`src/rtl/serial_mag_cmp_pkg.sv`:
```
// rtl/serial_mag_cmp_pkg.sv - shared state encoding and digit width for serial_mag_cmp
package serial_mag_cmp_pkg;

    typedef enum logic [1:0] {
        IDLE = 2'd0,
        RUN  = 2'd1,
        DONE = 2'd2
    } state_e;

    localparam int DIGIT_W = 2;

endpackage

```
`src/rtl/digit_cmp2.sv`:
```
// rtl/digit_cmp2.sv - combinational 2-bit unsigned digit comparator
module digit_cmp2 (
    input  logic [1:0] x,
    input  logic [1:0] y,
    output logic       gt,
    output logic       eq
);

    assign gt = (x[1] & ~y[1]) | (~y[1] & ~y[0] & x[0]) | (x[1] & x[0] & ~y[0]);
    assign eq = (x == y);

endmodule

```
`src/rtl/serial_mag_cmp.sv`:
```
// rtl/serial_mag_cmp.sv - multi-cycle MSB-first unsigned magnitude comparator
module serial_mag_cmp
    import serial_mag_cmp_pkg::*;
#(
    parameter int WIDTH = 8
) (
    input  logic             clk,
    input  logic             reset,
    input  logic             start,
    input  logic [WIDTH-1:0] a,
    input  logic [WIDTH-1:0] b,
    output logic             ready,
    output logic             busy,
    output logic             done,
    output logic             agtb,
    output logic             aeqb
);

    localparam int DIGITS = WIDTH / 2;
    localparam int CNT_W  = (DIGITS > 1) ? $clog2(DIGITS) : 1;

    generate
        if (WIDTH < 2 || (WIDTH % 2) != 0) begin : g_bad_width
            $error("serial_mag_cmp: WIDTH must be even and >= 2");
        end
    endgenerate

    state_e             state_q, state_d;
    logic [WIDTH-1:0]   sa_q, sa_d;
    logic [WIDTH-1:0]   sb_q, sb_d;
    logic [CNT_W-1:0]   cnt_q, cnt_d;
    logic               gt_acc_q, gt_acc_d;
    logic               lt_acc_q, lt_acc_d;
    logic               agtb_q, agtb_d;
    logic               aeqb_q, aeqb_d;

    logic               dig_gt, dig_eq;
    logic               gt_next, lt_next, decided;

    digit_cmp2 u_digit_cmp2 (
        .x  (sa_q[WIDTH-1 -: DIGIT_W]),
        .y  (sb_q[WIDTH-1 -: DIGIT_W]),
        .gt (dig_gt),
        .eq (dig_eq)
    );

    // The first differing digit decides; later digits cannot override it.
    assign decided = gt_acc_q | lt_acc_q;
    assign gt_next = gt_acc_q | (~decided & dig_gt);
    assign lt_next = lt_acc_q | (~decided & ~dig_gt & ~dig_eq);

    always_comb begin
        state_d  = state_q;
        sa_d     = sa_q;
        sb_d     = sb_q;
        cnt_d    = cnt_q;
        gt_acc_d = gt_acc_q;
        lt_acc_d = lt_acc_q;
        agtb_d   = agtb_q;
        aeqb_d   = aeqb_q;
        case (state_q)
            IDLE: begin
                if (start) begin
                    state_d  = RUN;
                    sa_d     = a;
                    sb_d     = b;
                    cnt_d    = '0;
                    gt_acc_d = 1'b0;
                    lt_acc_d = 1'b0;
                end
            end
            RUN: begin
                sa_d     = sa_q << DIGIT_W;
                sb_d     = sb_q << DIGIT_W;
                cnt_d    = cnt_q + 1'b1;
                gt_acc_d = gt_next;
                lt_acc_d = lt_next;
                if (cnt_q == CNT_W'(DIGITS - 1)) begin
                    state_d = DONE;
                    agtb_d  = gt_next;
                    aeqb_d  = ~gt_next & ~lt_next;
                end
            end
            DONE: state_d = IDLE;
            default: state_d = IDLE;
        endcase
    end

    always_ff @(posedge clk) begin
        if (reset) begin
            state_q  <= IDLE;
            sa_q     <= '0;
            sb_q     <= '0;
            cnt_q    <= '0;
            gt_acc_q <= 1'b0;
            lt_acc_q <= 1'b0;
            agtb_q   <= 1'b0;
            aeqb_q   <= 1'b0;
        end else begin
            state_q  <= state_d;
            sa_q     <= sa_d;
            sb_q     <= sb_d;
            cnt_q    <= cnt_d;
            gt_acc_q <= gt_acc_d;
            lt_acc_q <= lt_acc_d;
            agtb_q   <= agtb_d;
            aeqb_q   <= aeqb_d;
        end
    end

    assign ready = (state_q == IDLE);
    assign busy  = (state_q == RUN);
    assign done  = (state_q == DONE);
    assign agtb  = agtb_q;
    assign aeqb  = aeqb_q;

endmodule

```
`config.mk`:
```
export PLATFORM = sky130hd
export DESIGN_NAME = serial_mag_cmp
export DESIGN_NICKNAME = d
export VERILOG_FILES = /design/src/rtl/serial_mag_cmp_pkg.sv /design/src/rtl/digit_cmp2.sv /design/src/rtl/serial_mag_cmp.sv
export SDC_FILE = /design/constraint.sdc
export NUM_CORES = 1
export LEC_CHECK = 0
export CORE_MARGIN = 2
export CORE_UTILIZATION = 53
export CTS_CLUSTER_DIAMETER = 60
export DETAILED_ROUTE_END_ITERATION = 8
export GPL_ROUTABILITY_DRIVEN = 0
export HOLD_SLACK_MARGIN = 0.15
export PLACE_DENSITY_LB_ADDON = 0.08
export SETUP_SLACK_MARGIN = 0.02
export SYNTH_ARGS = -nofsm -noshare
export SYNTH_HDL_FRONTEND = slang
export SYNTH_SLANG_ARGS = --single-unit
```
`constraint.sdc`:
```
create_clock -name clk -period 2.9 [get_ports clk]
set_clock_uncertainty 0.15 [all_clocks]
set_input_delay 0.435 -clock clk [delete_from_list [all_inputs] [get_ports clk]]
set_output_delay 0.435 -clock clk [all_outputs]
set_load 0.02 [all_outputs]
```
==> metrics.md, run 1 <==
| Metric | Value |
|---|---|
| Run status | `complete, no violations` |
| Total of max-cap violations | `0` |
| Full die area | `approximately 0.0025 mm2` |
| H-tree Lvls | `1` |
| Predominant post-synthesis flop cell | `dfxtp_1` |
| Largest net degree at the start of global routing | `17` |
| FFs w/ async S/R, synth | `0%` |
| Tightest Pin Transition | `roughly 0.45 ns` |
| Mapped Area | `0.00111 mm2` |
| Fin nets | `174` |
| Post-CTS Hold Fix Bufs | `0` |
| PortBufs | `23` |
| Setup bufs post-CTS | `0` |
| CTS tree | `built` |
| Dpl cells | `175` |
| ANT cells | `0` |
| Post-route setup slack | `0.322 ns` |
| Flops & latches, synth | `24` |
| Vias in the first global route | `929` |
| Layout cells sized above 1 | `under 10%` |
| Crit path kind | `flop to primary output` |
| Row count | `16` |
| Crit-path max FO | `14` |
| Total power | `just under 0.7 mW` |
| Post-layout min period | `2.58 ns` |
| Die width | `49.8 um` |
| Worst endpoint required time | `2.32 ns` |
| Initial core utilization | `56.8%` |
| Maximum VDD drop | `281 uV` |
| Post-synth top area cell | `dfxtp_1` |
| Post-Syn Nets | `153` |
| Min-Delay Path Depth | `2` |
| Post_cts resized | `0` |
| Final Cycle Share | `88.9%` |
| Rel. slew slack | `70.1%` |
| Clock-pin slew on the worst setup and hold paths | `between 0.1 and 0.15 ns` |
| Worst skew pair latency | `0.31 ns` |
| Slew Viols, Final | `0` |
| Routed Antenna Nets | `0` |
| Reg2Reg Depth | `3` |
| Clock buffer depth | `2` |
| Area growth syn-to-layout | `24.2%` |
| Post-synth EDFFs | `0` |
| Final Hold Viols | `0` |
| Lkg Pwr | `0.531 nW` |
| Wire length of the first global-routing pass | `4070 um` |
| Die height | `49.8 um` |
| Max Fclk | `388 MHz` |
| Yosys cell types | `37` |
| Hold Crit Class | `flop to flop` |
| Worst Path Arrival | `a little under 2 ns` |
| Antenna violations before repair | `0` |
| GRT overflow | `0` |
| I/O pin cnt | `24` |
| TritonCTS Buffers | `3` |
| Starting DRT DRC Count | `30` |
| DRT Pass-1 Iters | `4` |
| Clock sinks | `24` |
| PD cells | `490 mW/mm2` |
| Core Box Area | `around 0.0020 mm2` |
| Worst setup EP type | `primary output` |
| DR vias | `about 1,000` |
| Vias/cell | `5.85` |
| Post-place setup slack | `0.702 ns` |
| Residual DRC | `0` |
| GRT Total Usage | `21.0%` |
| Fill cell count | `~180` |
| Synth cell count leaders | `dfxtp_1 (24), nor2_1 (15), a21oi_1 (11), nand2_1 (11), o21ai_1 (8)` |
| CTS root buffer | `clkbuf_4` |
| Type of origin of the critical path | `flop` |
| Most area-consuming cells after synthesis | `dfxtp_1 (43%), nor2_1 (5.1%), a21oi_1 (4.9%)` |
| Aggregate routed wire length | `2450 um` |
| Synthesis Warnings | `0` |
| Synth top area share | `43.1%` |
| Most numerous cell in the Yosys netlist | `dfxtp_1` |
| Post-synthesis sequential area ratio | `43.1%` |
| HPWL Detailed | `1740 um` |
| Post-Syn Instances | `132` |
| Setup TNS | `0 ns` |
| Synthesized area per cell | `8.44 um2` |
| DR WL/cell | `13.7 um` |
| Final cell count without fillers | `~180` |
| Setup violators final | `0` |
| Core Util, Final | `approximately 70%` |
| RSZ-0062 raised after global routing | `no` |
-- where the power goes --
part	switching [mW]	total (mW)	internal (mW)
Clock	0.0975	0.174	0.0766
Combinational	0.0640	0.129	0.0652
Sequential	0.0197	0.374	0.354
Total	0.181	0.677	0.496
-- routing by layer --
| layer | wire (um) | share of wire (%) | vias to the layer above | GRT usage, % |
|---|---|---|---|---|
| met5 | 0 | 0 | - | 0 |
| met4 | 0 | 0 | 0 | 5.56 |
| met1 | 1130 | 46 | 503 | 26.9 |
| met2 | 1200 | 49 | 25 | 36.4 |
| met3 | 117 | 4.8 | 0 | 3.33 |
| li1 | - | - | 520 | - |
-- critical path, cell delays in order (launching register included) --
cell and delay, ns:
dfxtp_1 0.61, nand2b_1 0.27, inv_2 0.18, clkdlybuf4s50_1 0.62
-- kinds of logic (layout without fill, tap and decap cells) --
group                      after synthesis  after routing  share of synthesized area, %
xor gates and xnor gates                 1              1                         0.787
and+or+nand+nor                         46             46                          21.0
buffers and inverters                   14             34                          5.51
AOI/OAI and AO/OA                       45             45                          27.3
adders and majority gates                2              2                          2.25
DFF                                     24             24                          43.1
-- area by class of cell --
class	instances	area, um2	share of cell area (%)
multi-input combinational	94	572	41.4
sequential	24	480	34.8
timing repair buffer	24	238	17.2
clock buffer	4	36.3	2.62
tap	27	33.8	2.44
inverter	6	22.5	1.63
-- state kept, by name, indices dropped and copies added, names as in the netlist --
name / cells
cnt_q: 2
state_q: 2
sb_q: 8
sa_q: 8
lt_acc_q: 1
agtb: 1
gt_acc_q: 1
aeqb: 1
-- cells in the final DEF, fill, tap and decap left out, drive strengths merged, types with 2 or more instances in the layout --
| cell type | count |
|---|---|
| nand2b | 3 |
| a21oi | 11 |
| ha | 2 |
| dfxtp | 24 |
| inv | 6 |
| o2bb2ai | 4 |
| nor2 | 15 |
| o22ai | 4 |
| a311oi | 4 |
| o21ai | 11 |
| clkbuf | 4 |
| and3b | 3 |
| nand2 | 11 |
| nand3 | 2 |
| clkdlybuf4s50 | 23 |
| nor2b | 6 |
-- per-stage QoR --
| step | hold slack (ns) | cell area [um2] |
|---|---|---|
| floorplan | 0.294 | 1110 |
| finish | 0.331 | 1380 |
| CTS | 0.330 | 1380 |
| global route | 0.343 | 1380 |
| global placement | 0.301 | 1350 |
| detailed placement | 0.309 | 1350 |
-- worst paths after layout --
check                                start  slack (ns)   end
worst max-delay path            state_q[0]        0.32  busy
worst min-delay path                  agtb        0.33  agtb
worst max register to register  state_q[0]        1.20  aeqb
worst min register to register        agtb        0.33  agtb
Note: power is estimated with default switching activity, not from simulation.
==> run 2: changes to the inputs <==
Settings changed: CELL_PAD_IN_SITES_DETAIL_PLACEMENT set to 1, CELL_PAD_IN_SITES_GLOBAL_PLACEMENT set to 2, CORE_UTILIZATION 53 to 31, PLACE_DENSITY set to 0.88, PLACE_DENSITY_LB_ADDON 0.08 to not set.
==> run 2 against run 1 <==
  * Die area increased by 65%
  * Sequential share of layout area decreased by 0.59 points
  * Clock power increased by 4%
  * Critical path depth unchanged
  * Sequential power about the same
  * Non-clock buffer count unchanged
  * Via count decreased by 1.9%
  * Cell area increased by 1.7%
  * Combinational power about the same
  * Count of clock-buffer cells in the layout unchanged
  * Critical endpoint unchanged
  * Largest cell class unchanged
==> metrics.md, run 2 (synthesized netlist as in run 1, its figures left out) <==
| Metric | Value |
|---|---|
| GRT Total Usage | `15.3% (was 21.0%)` |
| Commonest non-fill, non-tap cell in the layout | `dfxtp_1 (unchanged)` |
| Post-layout min period | `2.63 ns (was 2.58 ns)` |
| Core Util, Final | `41.5% (was 70.5%)` |
| Die height | `63.9 um (was 49.8 um)` |
| Slowest CP cell | `dfxtp_1 (was clkdlybuf4s50_1)` |
| Post-CTS Hold Fix Bufs | `0 (unchanged)` |
| ANT cells | `0 (unchanged)` |
| Dpl cells | `194 (was 175)` |
| CTS root buffer | `clkbuf_4 (unchanged)` |
| Clock buffer depth | `2 (unchanged)` |
| CP startpoint | `state_q[0] (unchanged)` |
| Residual DRC | `0 (unchanged)` |
| Maximum VDD drop | `173 uV (was 281 uV)` |
| Worst skew pair latency | `0.32 ns (was 0.31 ns)` |
| DR WL/cell | `14.2 um (was 13.7 um)` |
| Post-place setup slack | `0.645 ns (was 0.702 ns)` |
| Clock sinks | `24 (unchanged)` |
| Fin nets | `174 (unchanged)` |
| Starting DRT DRC Count | `28 (was 30)` |
| TritonCTS Buffers | `3 (unchanged)` |
| Worst setup EP type | `primary output (unchanged)` |
| Critical Path, Cell by Cell | `nand2b_1 -> inv_2 -> clkdlybuf4s50_1 (unchanged)` |
| Clock share of power | `26.3% (was 25.7%)` |
| Total of max-cap violations | `0 (unchanged)` |
| Vias/cell | `5.19 (was 5.85)` |
| Vias in the first global route | `1,054 (was 929)` |
| Tightest Pin Transition | `0.491 ns (was 0.447 ns)` |
| Critical path's top delay family | `buffers and inverters (unchanged)` |
| Initial core utilization | `32.9% (was 56.8%)` |
| Final cell count without fillers | `198 (was 179)` |
| H-tree Lvls | `1 (unchanged)` |
| HPWL Detailed | `2090 um (was 1740 um)` |
| Run status | `complete, no violations (unchanged)` |
| Full die area | `0.00409 mm2 (was 0.00248 mm2)` |
| Seq pwr share | `54.6% (was 55.2%)` |
| Fill cell count | `394 (was 178)` |
| Rel. slew slack | `67.2% (was 70.1%)` |
| Antenna violations before repair | `0 (unchanged)` |
| Core Box Area | `0.00339 mm2 (was 0.00196 mm2)` |
| PortBufs | `23 (unchanged)` |
| Area growth syn-to-layout | `26.3% (was 24.2%)` |
| RSZ-0062 raised after global routing | `no (unchanged)` |
| PD cells | `488 mW/mm2 (was 490 mW/mm2)` |
| Hold Crit Class | `flop to flop (unchanged)` |
| Min-delay src | `agtb (unchanged)` |
| Largest net degree at the start of global routing | `17 (unchanged)` |
| Min Hold Slack | `0.339 ns (was 0.331 ns)` |
| Worst endpoint required time | `2.32 ns (about the same)` |
| Post-route setup slack | `0.267 ns (was 0.322 ns)` |
| Aggregate routed wire length | `2820 um (was 2450 um)` |
| Layout cells sized above 1 | `7.24% (unchanged)` |
| Crit-path max FO | `14 (unchanged)` |
| Sw Pwr | `0.189 mW (was 0.181 mW)` |
| Die width | `63.9 um (was 49.8 um)` |
| Clock-pin slew on the worst setup and hold paths | `0.13 ns (about the same)` |
| GRT overflow | `0 (unchanged)` |
| Internal power | `0.496 mW (about the same)` |
| Wire length of the first global-routing pass | `4910 um (was 4070 um)` |
| Type of origin of the critical path | `flop (unchanged)` |
| Final Hold Viols | `0 (unchanged)` |
| Reg2Reg Launch Point | `state_q[0] (unchanged)` |
| Sw frac | `27.6% (was 26.8%)` |
| I/O pin cnt | `24 (unchanged)` |
| Setup TNS | `0 ns (unchanged)` |
| Max Fclk | `380 MHz (was 388 MHz)` |
| Worst path bufs/invs | `2 (unchanged)` |
| Worst Path Arrival | `2.05 ns (was 1.99 ns)` |
| Setup bufs post-CTS | `0 (unchanged)` |
| Largest stage delay on the critical path | `0.64 ns (was 0.62 ns)` |
| Slew Viols, Final | `0 (unchanged)` |
| DRT Pass-1 Iters | `4 (unchanged)` |
| CTS tree | `built (unchanged)` |
| Most frequent cells in the layout | `dfxtp_1 (24), clkdlybuf4s50_1 (23), nor2_1 (15) (unchanged)` |
| Row count | `21 (was 16)` |
| Top Registers | `sa_q: 8 flops, sb_q: 8 flops (unchanged)` |
| Post_cts resized | `0 (unchanged)` |
| Final Cycle Share | `90.8% (was 88.9%)` |
| Setup violators final | `0 (unchanged)` |
| Combinational share of power | `19.0% (was 19.1%)` |
| Crit path kind | `flop to primary output (unchanged)` |
| Lkg Pwr | `0.531 nW (unchanged)` |
| Routed Antenna Nets | `0 (unchanged)` |
| DR vias | `1,028 (was 1,048)` |
run 2: cell counts in the layout (fill, tap and decap cells not counted):
Identical to the previous run, type by type.
run 2: final cells by class:
| type | instances | area, um2 | area share (%) |
|---|---|---|---|
| Sequential cell | 24 | 480 | 34.2 |
| Tap cell | 46 | 57.6 | 4.09 |
| Multi-Input combinational cell | 94 | 572 | 40.7 |
| Clock buffer | 4 | 36.3 | 2.58 |
| Timing Repair Buffer | 24 | 238 | 16.9 |
| Inverter | 6 | 22.5 | 1.60 |
run 2: per-stage QoR:
stage                     power (mW)  area (um2)
after CTS                      0.700        1410
after detailed placement       0.514        1370
after global placement         0.508        1370
final                          0.686        1410
after global routing           0.735        1410
after floorplan                0.462        1110
run 2: tightest hold or removal path, stage by stage, from the launching register on:
cell	delay [ns]
dfxtp_1	0.34
nand3_1	0.06
o41ai_1	0.06
run 2: path summary, 6_finish.rpt:
path	endpoint	depth (start not counted)	slack (ns)
worst max register to register	sa_q[2]	4	1.23
worst min register to register	agtb	2	0.34
worst min-delay path	agtb	2	0.34
worst max-delay path	busy	3	0.27
run 2: per-layer routing:
| metal | wire [um] | part of all wire [%] | GRT usage [%] |
|---|---|---|---|
| met1 | 1320 | 47 | 18.8 |
| met2 | 1390 | 49 | 26.2 |
| met3 | 62 | 2.2 | 2.46 |
| met4 | 49 | 1.7 | 7.07 |
| met5 | 0 | 0 | 0 |
run 2: power by group through the flow:
stage	Sequential, mW	Clock, mW	Combinational (mW)
finish	0.375	0.181	0.130
global placement	0.380	0	0.128
detailed placement	0.382	0	0.131
CTS	0.375	0.192	0.132
floorplan	0.373	0	0.0886
global route	0.379	0.209	0.146
==> RTL edit 1, RTL diff (settings of run 1) <==
The parameter `WIDTH` goes from 8 to 32.
--- a/src/rtl/serial_mag_cmp.sv
+++ b/src/rtl/serial_mag_cmp.sv
@@ -4,3 +4,3 @@
 #(
-    parameter int WIDTH = 8
+    parameter int WIDTH = 32
 ) (
Ports: changed (resized a and b); port bits go from 24 to 72. The function was not compared with the original's and may differ.
==> RTL edit 1 against run 1 <==
  * Cell area rose to 3.0 times the old value
  * Sequential cell count rose by 50
  * Die area rose to 2.8 times the old value
  * Total power rose to 3.5 times the old value
  * Synthesized area rose to 3.0 times the old value
  * Final cell count rose to 2.8 times the old value
  * Non-clock buffer count rose by 58
  * Maximum frequency rose by 5.1%
  * Worst setup slack improved by 0.12 ns
  * Global-route usage rose by 3.4 points
  * Wire length rose to 3.4 times the old value
  * Sequential power rose to 3.2 times the old value
==> RTL edit 1: results <==
export IMPL_vdd_ir_drop_max_v=0.000351
export IMPL_timing_rr_end="sb_q[31]"
export IMPL_clkSlewWorstSetupHoldPaths_ns=0.07
export IMPL_vias=3011
export IMPL_cp_slowest_stage_delay_ns=0.64
export IMPL_hp_start="sb_q[1]"
export IMPL_ys_types=45
export IMPL_drt_iter0_markers=233
export IMPL_swShare_pct=26.7
export IMPL_routed_wl_um=8360
export IMPL_grt_usage_pct=24.4
export IMPL_run_status="finished clean"
export IMPL_grt_max_degree=41
export IMPL_ys_top_cells_by_area="dfxtp_1 (45%), o2bb2ai_1 (9.8%), nor2_1 (9.0%)"
export IMPL_crit_fanout=12
export IMPL_numPortBuffers=71
export IMPL_placed_area_sq_um=4020
export IMPL_cp_data_arrival_time_ns=1.87
export IMPL_root_buffer="clkbuf_8"
export IMPL_max_slew_margin_pct=43.1
export IMPL_grt_pass1_wl_um=13800
export IMPL_reg2reg_depth=5
export IMPL_dp_cells=494
export IMPL_whs_ns=0.339
export IMPL_nNetsFinal=499
export IMPL_layout_drive_gt1_share_pct=6.91
export IMPL_grt_pass1_vias=2816
export IMPL_synth_nets=440
export IMPL_ys_seq_area_share_pct=44.9
export IMPL_drtPass1Iterations=5
export IMPL_final_cells=509
export IMPL_r2r_slack_ns=0.94
export IMPL_cts_buffers_inserted=9
export IMPL_syn_inst=371
export IMPL_synth_top_cells_by_count="nor2_1 (79), dfxtp_1 (74), a211oi_1 (39), o2bb2ai_1 (37)"
-- RTL edit 1: cell count changes in the layout (fill, tap and decap cells not counted), moves of 9 or more --
cell             before  now
buf_4                 1   11
o2bb2ai_1             4   37
clkbuf_8              1   10
a221o_1               0   13
a211oi_1              1   39
clkdlybuf4s50_1      23   70
and2_1                0   13
nor2_1               15   79
dfxtp_1              24   74
o21ai_0               3   12
-- RTL edit 1: how the worst max path moves through the flow --
stage / start / end / slack, ns / depth (start not counted)
after floorplan: state_q[1] / done / 1.22 / 4
final: state_q[1] / busy / 0.45 / 3
after global routing: state_q[1] / busy / 0.36 / 3
after CTS: state_q[1] / busy / 0.46 / 3
after detailed placement: start / cnt_q[2] / 0.53 / 5
after global placement: start / cnt_q[2] / 0.55 / 5
-- RTL edit 1: logic make-up (layout without fill, tap and decap cells) --
logic type      after synthesis  after routing  share of synthesized area (%)
buf+inv                      39            102                           5.53
fa+ha+maj                     2              2                          0.758
flops                        74             74                           44.9
simple gates                127            127                           17.7
xor+xnor                      1              1                          0.265
compound gates              128            128                           30.9
-- RTL edit 1: final cells by class --
cell class                      instances  area (sq um)
Clock inverter                          2          37.5
Inverter                                5          18.8
Sequential cell                        74          1480
Tap cell                               75          93.8
Timing Repair Buffer                   82           788
Clock buffer                           13           149
Fill cell                             489          1750
Multi-Input combinational cell        258          1640
-- RTL edit 1: worst max-delay path, delay by kind of cell (launching register included) --
kind                   cells  cell delay (ns)
flip-flops                 1             0.45
buffers and inverters      2             0.83
AND/OR/NAND/NOR            1             0.25
-- RTL edit 1: metrics by stage --
stage                     setup slack, ns  total power (uW)  utilization, %
final                               0.447              2400            70.6
after global routing                0.360              2510            70.6
after CTS                           0.455              2420            70.6
after detailed placement            0.528              1650            67.5
after global placement              0.549              1630            67.5
after floorplan                      1.22              1470               -
-- RTL edit 1: routing by layer --
| metal | share of wire [%] | vias up | global-route usage [%] |
|---|---|---|---|
| met3 | 5.9 | 11 | 5.67 |
| met4 | 1.4 | 0 | 9.24 |
| met2 | 47 | 94 | 37.8 |
| met5 | 0 | - | 0 |
| met1 | 45 | 1429 | 33.1 |
| li1 | - | 1477 | - |
-- RTL edit 1: power by group through the flow --
| stage | Sequential, uW | Combinational, uW | Clock [uW] |
|---|---|---|---|
| 3_5_place_dp | 1200 | 449 | 0 |
| 5_1_grt | 1190 | 497 | 829 |
| 3_3_place_gp | 1190 | 438 | 0 |
| 6_report | 1180 | 451 | 774 |
| 2_1_floorplan | 1180 | 294 | 0 |
| 4_1_cts | 1180 | 453 | 788 |
==> RTL edit 2, RTL diff (settings of run 1) <==
Without the edit above. Re-encode `state_e` (3 states) as one-hot, 3 bits wide.
--- a/src/rtl/serial_mag_cmp_pkg.sv
+++ b/src/rtl/serial_mag_cmp_pkg.sv
@@ -3,6 +3,6 @@
 
-    typedef enum logic [1:0] {
-        IDLE = 2'd0,
-        RUN  = 2'd1,
-        DONE = 2'd2
+    typedef enum logic [2:0] {
+        IDLE = 3'b001,
+        RUN  = 3'b010,
+        DONE = 3'b100
     } state_e;
Behaviour: same outputs for any inputs over 10 cycles, from zero or initial values and one cycle with reset high; not proved beyond that.
==> RTL edit 2 against run 1 <==
  * Sequential cell count grew 1
  * Wire length fell by 3.5%
  * Cell area grew 1.2%
  * Worst setup slack improved by 0.12 ns
  * Non-clock buffer count is 2 higher
  * Largest power group unchanged
  * Synthesized area up 5.4%
  * Total power shrank 5.3%
==> RTL edit 2: results <==
export IMPL_met2_usage_pct=35.5
export IMPL_placed_area_sq_um=1370
export IMPL_swShare_pct=26.2
export IMPL_top_layer="met4"
export IMPL_p_comb_share_pct=17.3
export IMPL_ys_seq_area_share_pct=42.6
export IMPL_hp_start="sa_q[1]"
export IMPL_fill_cells=195
export IMPL_run_status="finished clean"
export IMPL_grt_max_degree=32
export IMPL_pg_comb_uw=111
export IMPL_hpwl_um=1680
export IMPL_timing_rr_end="sa_q[5]"
export IMPL_vias_per_cell=5.44
export IMPL_wl_met3_um=72
export IMPL_grt_usage_pct=21.7
export IMPL_reg_top3="sa_q: 8 flops, sb_q: 8 flops, state_q: 3 flops"
export IMPL_n_all_buffers=26
export IMPL_syn_inst=133
export IMPL_multi_input_gates=95
export IMPL_synth_top_cells_by_count="nand2_1 (33), dfxtp_1 (25), nor2_1 (15), a311oi_1 (12), a21oi_1 (6)"
export IMPL_wl_met2_um=1140
export IMPL_taps=28
export IMPL_clockNetworkAreaShare_pct=1.88
export IMPL_grt_pass1_wl_um=4220
export IMPL_inverters=3
export IMPL_multi_input_area_share_pct=41.0
export IMPL_whs_endpoint="sa_q[1]"
export IMPL_buffer_area_share_pct=18.1
export IMPL_vdd_ir_drop_max_v=0.000439
export IMPL_reg2reg_depth=4
export IMPL_whs_ns=0.320
export IMPL_place_ws_ns=0.815
export IMPL_synth_seq_cells=25
## RTL edit 2: cell types whose count changed in the layout (fill, tap and decap cells not counted), moves of 3 or more
cell | run 1 | this run
a21oi_1 | 11 | 6
a311oi_1 | 4 | 12
inv_2 | 4 | 0
nand2_1 | 11 | 33
nor2b_1 | 6 | 1
o21ai_0 | 3 | 0
o21ai_1 | 8 | 0
o22ai_1 | 4 | 0
o2bb2ai_1 | 4 | 0
## RTL edit 2: cell families (layout without fill, tap and decap cells)
| group | count (synthesis) | count (layout) | synth area share, % |
|---|---|---|---|
| and+or+nand+nor | 66 | 66 | 27.8 |
| adders and majority gates | 2 | 2 | 2.13 |
| xor gates and xnor gates | 1 | 1 | 0.746 |
| buffers and inverters | 13 | 33 | 8.53 |
| DFF | 25 | 25 | 42.6 |
| AOI/OAI and AO/OA | 26 | 26 | 18.1 |
## RTL edit 2: worst max-delay path, delay by kind of cell (launching register included)
kind	cells	cell delay, ns
simple gates	1	0.38
buf+inv	2	0.76
flops	1	0.41
